==> src/rtl/gam_connection_controller_pkg.sv <==
// Shared parameters, edge entry format and controller state encoding for the GAM
// connection controller.
package gam_connection_controller_pkg;

    localparam int unsigned NODE_COUNT  = 8;
    localparam int unsigned CLASS_COUNT = 4;
    localparam int unsigned AGE_MAX     = 5;
    localparam int unsigned AGE_W       = 4;
    localparam int unsigned NODE_W      = $clog2(NODE_COUNT);
    localparam int unsigned CLASS_W     = $clog2(CLASS_COUNT);

    typedef struct packed {
        logic             presence;
        logic [AGE_W-1:0] age;
    } edge_entry_T;

    typedef enum logic [2:0] {
        StIdle,
        StSet1,
        StSet2,
        StConnRd,
        StConnEval,
        StConnWr2,
        StPruneRd,
        StPruneEval
    } ctrl_state_e;

    // Smallest valid node index above cur that is neither skip index; 0 when none is left.
    function automatic logic [NODE_W-1:0] next_scan_idx(input logic [NODE_W-1:0] cur,
                                                        input logic [NODE_W-1:0] skip_a,
                                                        input logic [NODE_W-1:0] skip_b);
        logic [NODE_W-1:0] res;
        res = '0;
        for (int k = NODE_COUNT - 1; k >= 1; k--) begin
            if (k > int'(cur) && k != int'(skip_a) && k != int'(skip_b)) begin
                res = NODE_W'(k);
            end
        end
        return res;
    endfunction

endpackage

==> src/rtl/gam_scan_index_gen.sv <==
// Ascending node-index scanner over 1..NODE_COUNT-1 that skips two indices latched at init.
module gam_scan_index_gen
    import gam_connection_controller_pkg::*;
(
    input  logic              clk,
    input  logic              rst,
    input  logic              init_i,
    input  logic              step_i,
    input  logic [NODE_W-1:0] skip_a_i,
    input  logic [NODE_W-1:0] skip_b_i,
    output logic [NODE_W-1:0] idx_o,
    output logic [NODE_W-1:0] idx_next_o,
    output logic              last_o
);

    logic [NODE_W-1:0] idx_q, idx_d;
    logic [NODE_W-1:0] skip_a_q, skip_a_d;
    logic [NODE_W-1:0] skip_b_q, skip_b_d;

    always_comb begin
        idx_d    = idx_q;
        skip_a_d = skip_a_q;
        skip_b_d = skip_b_q;
        if (init_i) begin
            idx_d    = next_scan_idx('0, skip_a_i, skip_b_i);
            skip_a_d = skip_a_i;
            skip_b_d = skip_b_i;
        end else if (step_i) begin
            idx_d = next_scan_idx(idx_q, skip_a_q, skip_b_q);
        end
    end

    always_ff @(posedge clk or posedge rst) begin
        if (rst) begin
            idx_q    <= '0;
            skip_a_q <= '0;
            skip_b_q <= '0;
        end else begin
            idx_q    <= idx_d;
            skip_a_q <= skip_a_d;
            skip_b_q <= skip_b_d;
        end
    end

    assign idx_o      = idx_q;
    assign idx_next_o = idx_d;
    // Uses the latched skips so last_o never depends combinationally on the skip inputs.
    assign last_o     = (next_scan_idx(idx_q, skip_a_q, skip_b_q) == '0);

endmodule

==> src/rtl/gam_connection_controller.sv <==
// Sequencer for the per-class GAM edge RAM: serialises connect requests into edge-set and
// neighbour-ageing writes, and runs prune sweeps that drop old edges and report isolated nodes.
module gam_connection_controller
    import gam_connection_controller_pkg::*;
(
    input  logic               clk,
    input  logic               rst,
    input  logic               conn_req_valid,
    output logic               conn_req_ready,
    input  logic [NODE_W-1:0]  conn_node1,
    input  logic [NODE_W-1:0]  conn_node2,
    input  logic [CLASS_W-1:0] conn_class,
    input  logic               prune_start,
    input  logic [CLASS_W-1:0] prune_class,
    output logic               busy,
    output logic               req_err,
    output logic               prune_done,
    output logic               iso_valid,
    output logic [NODE_W-1:0]  iso_node,
    output logic               mem_en,
    output logic               mem_we,
    output logic [CLASS_W-1:0] mem_class,
    output logic [NODE_W-1:0]  mem_row,
    output logic [NODE_W-1:0]  mem_col,
    output edge_entry_T        mem_wdata,
    input  edge_entry_T        mem_rdata
);

    ctrl_state_e state_q, state_d;

    logic [NODE_W-1:0]  n1_q, n1_d, n2_q, n2_d;
    logic [CLASS_W-1:0] cls_q, cls_d, pcls_q, pcls_d;
    logic               pending_q, pending_d;
    edge_entry_T        upd_q, upd_d, upd;
    logic [NODE_W-1:0]  cnt_q, cnt_d;
    logic               req_err_q, req_err_d;
    logic               done_q, done_d;
    logic               iso_valid_q, iso_valid_d;
    logic [NODE_W-1:0]  iso_node_q, iso_node_d;

    logic               accept, illegal;
    logic               i_init, i_step, j_init, j_step;
    logic [NODE_W-1:0]  i_idx, i_next, i_skip_a, i_skip_b, j_idx, j_next;
    logic               i_last, j_last;
    logic               prune_del, prune_surv, row_end, prune_fin;
    logic               unused_j_next;

    assign conn_req_ready = (state_q == StIdle) && !pending_q && !prune_start;
    assign accept         = conn_req_valid && conn_req_ready;
    assign illegal        = (conn_node1 == conn_node2) || (conn_node1 == '0) ||
                            (conn_node2 == '0) || (32'(conn_node1) >= NODE_COUNT) ||
                            (32'(conn_node2) >= NODE_COUNT) || (32'(conn_class) >= CLASS_COUNT);

    assign upd.presence = 1'b1;
    assign upd.age      = (mem_rdata.age == '1) ? mem_rdata.age : mem_rdata.age + AGE_W'(1);

    assign prune_del  = mem_rdata.presence && (32'(mem_rdata.age) >= AGE_MAX);
    assign prune_surv = mem_rdata.presence && !prune_del;
    assign row_end    = (state_q == StPruneEval) && j_last;
    assign prune_fin  = row_end && i_last;

    // Connect scans skip both endpoints; prune rows scan everything.
    assign i_skip_a = (state_q == StSet2) ? n1_q : '0;
    assign i_skip_b = (state_q == StSet2) ? n2_q : '0;

    gam_scan_index_gen u_i_gen (
        .clk        (clk),
        .rst        (rst),
        .init_i     (i_init),
        .step_i     (i_step),
        .skip_a_i   (i_skip_a),
        .skip_b_i   (i_skip_b),
        .idx_o      (i_idx),
        .idx_next_o (i_next),
        .last_o     (i_last)
    );

    // The column scan skips the diagonal of the row it is entering.
    gam_scan_index_gen u_j_gen (
        .clk        (clk),
        .rst        (rst),
        .init_i     (j_init),
        .step_i     (j_step),
        .skip_a_i   (i_next),
        .skip_b_i   (i_next),
        .idx_o      (j_idx),
        .idx_next_o (j_next),
        .last_o     (j_last)
    );

    assign unused_j_next = ^j_next;

    always_ff @(posedge clk or posedge rst) begin
        if (rst) begin
            state_q <= StIdle;
        end else begin
            state_q <= state_d;
        end
    end

    always_comb begin
        state_d = state_q;
        i_init  = 1'b0;
        i_step  = 1'b0;
        j_init  = 1'b0;
        j_step  = 1'b0;
        unique case (state_q)
            StIdle: begin
                if (pending_q) begin
                    state_d = StPruneRd;
                    i_init  = 1'b1;
                    j_init  = 1'b1;
                end else if (accept && !illegal) begin
                    state_d = StSet1;
                end
            end
            StSet1: state_d = StSet2;
            StSet2: begin
                i_init  = 1'b1;
                state_d = StConnRd;
            end
            StConnRd: state_d = StConnEval;
            StConnEval: begin
                if (mem_rdata.presence) begin
                    state_d = StConnWr2;
                end else if (i_last) begin
                    state_d = StIdle;
                end else begin
                    i_step  = 1'b1;
                    state_d = StConnRd;
                end
            end
            StConnWr2: begin
                if (i_last) begin
                    state_d = StIdle;
                end else begin
                    i_step  = 1'b1;
                    state_d = StConnRd;
                end
            end
            StPruneRd: state_d = StPruneEval;
            StPruneEval: begin
                if (!j_last) begin
                    j_step  = 1'b1;
                    state_d = StPruneRd;
                end else if (i_last) begin
                    state_d = StIdle;
                end else begin
                    i_step  = 1'b1;
                    j_init  = 1'b1;
                    state_d = StPruneRd;
                end
            end
            default: state_d = StIdle;
        endcase
    end

    always_comb begin
        mem_en    = 1'b0;
        mem_we    = 1'b0;
        mem_class = '0;
        mem_row   = '0;
        mem_col   = '0;
        mem_wdata = '0;
        unique case (state_q)
            StSet1, StSet2: begin
                mem_en             = 1'b1;
                mem_we             = 1'b1;
                mem_class          = cls_q;
                mem_row            = (state_q == StSet1) ? n1_q : n2_q;
                mem_col            = (state_q == StSet1) ? n2_q : n1_q;
                mem_wdata.presence = 1'b1;
            end
            StConnRd: begin
                mem_en    = 1'b1;
                mem_class = cls_q;
                mem_row   = n1_q;
                mem_col   = i_idx;
            end
            StConnEval: begin
                if (mem_rdata.presence) begin
                    mem_en    = 1'b1;
                    mem_we    = 1'b1;
                    mem_class = cls_q;
                    mem_row   = n1_q;
                    mem_col   = i_idx;
                    mem_wdata = upd;
                end
            end
            StConnWr2: begin
                mem_en    = 1'b1;
                mem_we    = 1'b1;
                mem_class = cls_q;
                mem_row   = i_idx;
                mem_col   = n1_q;
                mem_wdata = upd_q;
            end
            StPruneRd: begin
                mem_en    = 1'b1;
                mem_class = pcls_q;
                mem_row   = i_idx;
                mem_col   = j_idx;
            end
            StPruneEval: begin
                if (prune_del) begin
                    mem_en    = 1'b1;
                    mem_we    = 1'b1;
                    mem_class = pcls_q;
                    mem_row   = i_idx;
                    mem_col   = j_idx;
                end
            end
            default: ;
        endcase
    end

    always_comb begin
        n1_d        = accept ? conn_node1 : n1_q;
        n2_d        = accept ? conn_node2 : n2_q;
        cls_d       = accept ? conn_class : cls_q;
        req_err_d   = accept && illegal;
        upd_d       = (state_q == StConnEval) ? upd : upd_q;
        pending_d   = pending_q;
        pcls_d      = pcls_q;
        if (prune_fin) begin
            pending_d = 1'b0;
        end
        // A pulse while a prune is already queued keeps the queued class.
        if (prune_start) begin
            pending_d = 1'b1;
            if (!pending_q || prune_fin) begin
                pcls_d = prune_class;
            end
        end
        cnt_d = cnt_q;
        if (state_q == StPruneEval) begin
            cnt_d = row_end ? '0 : cnt_q + NODE_W'(prune_surv);
        end
        iso_valid_d = row_end && (cnt_q == '0) && !prune_surv;
        iso_node_d  = iso_valid_d ? i_idx : '0;
        done_d      = prune_fin;
    end

    always_ff @(posedge clk or posedge rst) begin
        if (rst) begin
            n1_q        <= '0;
            n2_q        <= '0;
            cls_q       <= '0;
            pcls_q      <= '0;
            pending_q   <= 1'b0;
            upd_q       <= '0;
            cnt_q       <= '0;
            req_err_q   <= 1'b0;
            done_q      <= 1'b0;
            iso_valid_q <= 1'b0;
            iso_node_q  <= '0;
        end else begin
            n1_q        <= n1_d;
            n2_q        <= n2_d;
            cls_q       <= cls_d;
            pcls_q      <= pcls_d;
            pending_q   <= pending_d;
            upd_q       <= upd_d;
            cnt_q       <= cnt_d;
            req_err_q   <= req_err_d;
            done_q      <= done_d;
            iso_valid_q <= iso_valid_d;
            iso_node_q  <= iso_node_d;
        end
    end

    assign busy       = (state_q != StIdle);
    assign req_err    = req_err_q;
    assign prune_done = done_q;
    assign iso_valid  = iso_valid_q;
    assign iso_node   = iso_node_q;

endmodule

==> config.mk <==
export PLATFORM = sky130hd
export DESIGN_NAME = gam_connection_controller
export DESIGN_NICKNAME = d
export VERILOG_FILES = /design/src/rtl/gam_connection_controller_pkg.sv /design/src/rtl/gam_scan_index_gen.sv /design/src/rtl/gam_connection_controller.sv
export SDC_FILE = /design/constraint.sdc
export NUM_CORES = 1
export LEC_CHECK = 0
export ABC_CLOCK_PERIOD_IN_PS = 8600
export CAP_MARGIN = 10
export CORE_MARGIN = 4
export CORE_UTILIZATION = 55
export DETAILED_ROUTE_END_ITERATION = 10
export PLACE_DENSITY = 0.79
export SLEW_MARGIN = 20
export SYNTH_ARGS = -nofsm -noshare
export SYNTH_HDL_FRONTEND = slang
export SYNTH_HIERARCHICAL = 1
export SYNTH_SLANG_ARGS = --single-unit
==> constraint.sdc <==
create_clock -name clk -period 8.6 [get_ports clk]
set_input_delay 2.15 -clock clk [delete_from_list [all_inputs] [get_ports clk]]
set_output_delay 2.15 -clock clk [all_outputs]
set_load 0.005 [all_outputs]
==> results.cfg, run 1 <==
[run_status]
status = finished clean

[power]
pwr-share-comb_pct = 52.3
p_leak_uw = 0.001665
internal_power_uw = 623.3
p_clk_share_pct = 11.9
pwr-share-seq_pct = 35.8
swShare_pct = 45.17
switching_power_uw = 513.5
peakVddDrop_mv = 0.1562
powerDensity_nw_per_um2 = 287.3

[clock_network]
clock_path_buffers = 2
clk_pin_slew_worst_paths_ns = 0.09
cts_root_buf = clkbuf_8
cts_tree = built
clk_latency_ns = 0.31
cts.sinks = 46
htreeDepth = 2
numCtsBuffers = 5
cts_resized = 0
cts_hold_repair.buffers = 0
post_cts_buffers = 0

[floorplanning]
coreArea_um2 = 6026
io_pins = 42
row_count = 28
die_y_um = 87.56
die-area_um2 = 7666
die_x_um = 87.56
initial_core_util_pct = 57.77

[sta]
fin_crit_ns = 6.719
worstMarginPinSlew_ns = 0.8274
slew_headroom_pct = 44.84
slew_violations = 0
finalClockSkew_ns = 0.01024
rsz0062_at_grt = false
max_freq_mhz = 148.8
post-route-period-util_pct = 78.13
setup_tns_ns = 0
setup-violations-final = 0
hold_violations = 0

[grt]
grt_util_all_layers_pct = 23.35
grt-ovfl-total = 0
grt_max_degree = 30
first_global_vias = 2955
grt_antenna_before_repair = 0
grt_pass1_wl_um = 14240

[yosys]
synth_ff_type = dfrtp_1
yosysTopAreaCellShare_pct = 33.07
netlist_instances = 397
synthAdderAreaFrac_pct = 1.797
synthSimpleGateAreaFrac_pct = 22.75
synth_mux_area_share_pct = 9.777
syn_area_um2 = 3481
yosysSeqAreaShare_pct = 33.07
synth_xor_area_share_pct = 1.006
avgSynthCellArea_um2 = 8.768
yosys_warnings = 6
synth_cell_types = 58
synth-edff-count = 0
yosys-top-cells-area = dfrtp_1 (33%), mux2_2 (5.2%), nand2_1 (5.1%)
async_flop_share_pct = 100.0
synth_top_family_by_area = compound AO/OA/AOI/OAI gates
synth_top_area_cell = dfrtp_1
syn-num-nets = 421
synth-compound-area-share_pct = 25.81
ys_ff_latch = 46

[drt]
routedWlPerCell_um = 17.31
vias = 3207
post-route-drc-count = 0
dr.pass1.iters = 5
vias_per_cell = 6.376
routed_wl_um = 8709
drtAntennaViolNets = 0
drt_iter0_drc = 206

[cells_and_area]
fin_nets = 451
top_register = upd_q
areaGrowthSynthToFinish_pct = 13.70
diodes = 0
largest_reg_flops = 5
nFillCells = 523
multi_input_area_um2 = 2128
stdcell_count = 503
seq_area_um2 = 1151
drive_gt1_share_pct = 14.95

[min_path]
hp-start = upd_q[4]$_DFFE_PP0P_
hp-class = reg -> reg
min_to = upd_q[4]$_DFFE_PP0P_
holdPathStages = 1

[critical_path]
cp-end-kind = primary output
arrival_ns = 4.57
r2r_slack_ns = 4.17
crit_path_max_fanout = 11
worstPathRequired_ns = 6.45
rr_startpoint = u_j_gen/idx_o[2]$_DFF_PP0_
start_kind = primary input
critPathKind = in -> out
timing.rr.end = u_j_gen/idx_o[0]$_DFF_PP0_
worstRegToRegCells = 14

[place]
dp_cells = 495
numPortBuffers = 41
finalWeightedCongestion = 0.9216
hpwl_um = 6575

[run]
maxCapViolCount = 0
==> power by group through the flow <==
stage | registers [uW] | logic (uW) | clock network, uW
after floorplan | 318 | 503 | 0
after global placement | 403 | 572 | 0
after detailed placement | 407 | 592 | 0
after CTS | 403 | 595 | 139
after global routing | 420 | 659 | 147
final | 407 | 595 | 135
==> worst max path at each step <==
stage / start / end
after global placement: mem_rdata[4] / mem_col[2]
after detailed placement: mem_rdata[4] / mem_col[0]
after global routing: mem_rdata[4] / mem_col[2]
after CTS: mem_rdata[4] / mem_col[2]
final: mem_rdata[4] / mem_col[2]
after floorplan: mem_rdata[1] / mem_row[0]
==> synth_stat cells, types with 5 or more instances <==
cell / n
clkbuf_1: 8
a21oi_1: 24
nor2b_1: 8
nor2_1: 20
a21o_1: 7
dfrtp_1: 46
o21ai_0: 29
nor3b_1: 5
a221oi_1: 5
nand2b_1: 9
nand3_1: 17
o211ai_1: 5
mux2_2: 16
nand2_1: 47
mux2_4: 8
and2_1: 9
o31ai_1: 6
ha_1: 5
inv_1: 19
a31oi_1: 6
buf_6: 7
or2_2: 6
o22ai_1: 8
==> layer usage <==
metal  global-route usage [%]  part of all wire (%)  vias to the layer above
li1                         -                     -                     1514
met1                    30.15                    42                     1557
met2                    40.27                    50                      124
met3                    3.387                   6.0                       12
met4                    7.531                   1.2                        0
met5                        0                     0                        -
==> critical path, cell delays in order <==
cell             delay, ns
clkdlybuf4s50_1       0.70
nor2b_1               0.63
nand2_1               0.13
a21o_1                0.20
a31oi_1               0.21
clkdlybuf4s50_1       0.55
==> placed cells by master (no fill, tap or decap), types with 9 or more instances in the layout <==
master,instances
clkdlybuf4s50_1,41
dfrtp_1,46
inv_1,18
nand3_1,17
nand2_1,47
and2_1,9
a21oi_1,24
nor2_1,20
nand2b_1,9
mux2_2,16
o21ai_0,29
==> per-stage QoR <==
| step | power [uW] | instance area [um^2] | utilization [%] | hold WS [ns] | setup WS, ns |
|---|---|---|---|---|---|
| 6_report | 1137 | 3958 | 65.68 | 0.4784 | 1.881 |
| 5_1_grt | 1226 | 3958 | 65.68 | 0.5205 | 1.714 |
| 4_1_cts | 1137 | 3958 | 65.68 | 0.4814 | 1.935 |
| 3_5_place_dp | 999.8 | 3870 | 64.22 | 0.4533 | 1.939 |
| 3_3_place_gp | 974.5 | 3870 | 64.22 | 0.4560 | 2.010 |
| 2_1_floorplan | 821.2 | 3481 | - | 0.4357 | 3.334 |
==> logic make-up after synthesis <==
group,after synthesis
and+or+nand+nor,146
adders and majority gates,5
DFF,46
AOI/OAI and AO/OA,129
xor gates and xnor gates,4
muxes,28
buffers and inverters,39
==> layout make-up <==
type | instances | share of cell area (%)
Tap cell | 75 | 2.371
Clock inverter | 3 | 0.4742
Sequential cell | 46 | 29.09
Timing Repair Buffer | 43 | 10.75
Inverter | 19 | 1.802
Multi-Input combinational cell | 312 | 53.78
Clock buffer | 5 | 1.739
(Power assumes the default switching activity.)
==> inputs of run 2 (changes only) <==
--- a/config.mk
+++ b/config.mk
@@ -5,12 +5,12 @@
 export SDC_FILE = /design/constraint.sdc
 export NUM_CORES = 1
 export LEC_CHECK = 0
-export ABC_CLOCK_PERIOD_IN_PS = 8600
+export ABC_CLOCK_PERIOD_IN_PS = 6100
 export CAP_MARGIN = 10
 export CORE_MARGIN = 4
-export CORE_UTILIZATION = 55
+export CORE_UTILIZATION = 51
 export DETAILED_ROUTE_END_ITERATION = 10
-export PLACE_DENSITY = 0.79
+export PLACE_DENSITY = 0.77
 export SLEW_MARGIN = 20
 export SYNTH_ARGS = -nofsm -noshare
 export SYNTH_HDL_FRONTEND = slang
==> constraint.sdc (replaced) <==
create_clock -name clk -period 6.1 [get_ports clk]
set_input_delay 1.525 -clock clk [delete_from_list [all_inputs] [get_ports clk]]
set_output_delay 1.525 -clock clk [all_outputs]
set_load 0.005 [all_outputs]
==> run 2 against run 1 <==
  * Sequential power grew 40%
  * Final area grew 0.16%
  * Die area grew 7.1%
  * Sequential cell count is the same
  * Hold slack gained 0.0067 ns
  * Largest cell class unchanged
  * Final cell count grew 0.40%
  * Clock skew grew 0.0021 ns
  * Core utilization shrank 4.6 points
  * Largest power group unchanged
  * Sequential share of layout area is essentially flat
==> results.cfg, run 2 (same netlist as run 1, synthesis figures left out) <==
[drt]
drt_iter0_drc = 283
post-route-drc-count = 0
dr.pass1.iters = 5
drtAntennaViolNets = 0
vias = 3129
routedWlPerCell_um = 16.48
vias_per_cell = 6.196
routed_wl_um = 8322

[min_path]
hp-class = reg -> reg
hp-start = upd_q[4]$_DFFE_PP0P_
holdPathStages = 1
min_to = upd_q[4]$_DFFE_PP0P_

[critical_path]
timing.rr.end = u_j_gen/idx_o[0]$_DFF_PP0_
worstPathRequired_ns = 4.58
cp-end-kind = primary output
worstRegToRegCells = 14
crit_start = mem_rdata[4]
start_kind = primary input
crit_path_max_fanout = 11
r2r_slack_ns = 1.68
arrival_ns = 3.95
rr_startpoint = u_j_gen/idx_o[2]$_DFF_PP0_
critPathKind = in -> out

[floorplanning]
row_count = 29
coreArea_um2 = 6495
die-area_um2 = 8211
die_x_um = 90.62
die_y_um = 90.62
initial_core_util_pct = 53.59
io_pins = 42

[sta]
slew_headroom_pct = 43.21
setup-violations-final = 0
hold_violations = 0
rsz0062_at_grt = false
max_freq_mhz = 182.5
finalClockSkew_ns = 0.01236
worstMarginPinSlew_ns = 0.8519
setup_tns_ns = 0
fin_crit_ns = 5.479
slew_violations = 0
layout_setup_ws_ns = 0.6208
post-route-period-util_pct = 89.82

[cells_and_area]
design_area_um2 = 3964
final_cell_mix = nand2_1 (47), dfrtp_1 (46), clkdlybuf4s50_1 (41)
final_common_cell = nand2_1
diodes = 0
stdcell_count = 505
top_register = upd_q
fin_nets = 451
areaGrowthSynthToFinish_pct = 13.87
largest_reg_flops = 5
drive_gt1_share_pct = 14.72

[place]
dp_slack_ns = 0.7194
place_area_um2 = 3872
dp_cells = 497
numPortBuffers = 41
finalWeightedCongestion = 0.9388
hpwl_um = 6107

[grt]
grt_max_degree = 30
first_global_vias = 2878
grt_util_all_layers_pct = 20.37
grt_antenna_before_repair = 0
grt-ovfl-total = 0
grt_pass1_wl_um = 13930

[power]
internal_power_uw = 889.6
pwr-share-seq_pct = 35.6
peakVddDrop_mv = 0.2247
pwr-share-comb_pct = 52.4
switching_power_uw = 710.9
swShare_pct = 44.42
p_clk_share_pct = 11.9
powerDensity_nw_per_um2 = 403.8
p_leak_uw = 0.001665
power.total_uw = 1600

[clock_network]
cts_root_buf = clkbuf_8
cts_tree = built
cts_resized = 0
clock_path_buffers = 2
numCtsBuffers = 5
clk_latency_ns = 0.30
post_cts_buffers = 0
cts.sinks = 46
cts_hold_repair.buffers = 0
htreeDepth = 2
clk_pin_slew_worst_paths_ns = 0.09

[run_status]
status = finished clean

[run]
maxCapViolCount = 0
## run 2: cell types whose count changed in the layout (fill, tap and decap cells not counted), sizes merged
cell / previous run / this run
inv: 20 / 19
clkinv: 2 / 1
clkbuf: 5 / 7
## run 2: cell type report
class                      instances  area (um^2)
clock inverter                     1        5.005
inverter                          19        71.32
timing repair buffer              43        425.4
multi-input combinational        312         2128
fill                             556         2531
clock buffer                       7        86.33
tap                               77        96.34
sequential                        46         1151
## run 2: per-layer routing
metal  global-route usage, %  vias to the layer above  wire (um)  share of wire (%)
met1                   29.08                     1519       3876                 47
met4                   4.464                        0         67               0.81
li1                        -                     1509          -                  -
met5                       0                        -          0                  0
met3                   2.500                        5        432                5.2
met2                   33.05                       96       3945                 47
## run 2: worst max-delay path by stage
stage	depth (start not counted)	to	slack [ns]
after detailed placement	6	mem_col[2]	0.72
final	6	mem_col[2]	0.62
after floorplan	6	mem_row[0]	2.08
after global routing	6	mem_col[2]	0.50
after CTS	6	mem_col[2]	0.69
after global placement	6	mem_col[2]	0.73
## run 2: per-stage QoR
step	hold slack, ns	util [%]
finish	0.4851	61.03
global route	0.5044	61.03
CTS	0.4828	61.03
detailed placement	0.4606	59.62
global placement	0.4601	59.62
floorplan	0.4357	-
## run 2: power by group through the flow
stage               clock network, uW  registers [uW]  logic [uW]
finish                            191             570         839
global route                      207             589         927
CTS                               198             563         831
detailed placement                  0             570         827
global placement                    0             566         808
floorplan                           0             448         710
## run 2: critical path: stages
cell and delay, ns:
clkdlybuf4s50_1 0.68, nor2b_1 0.62, nand2_1 0.11, a21o_1 0.20, a31oi_1 0.26, clkdlybuf4s50_1 0.56
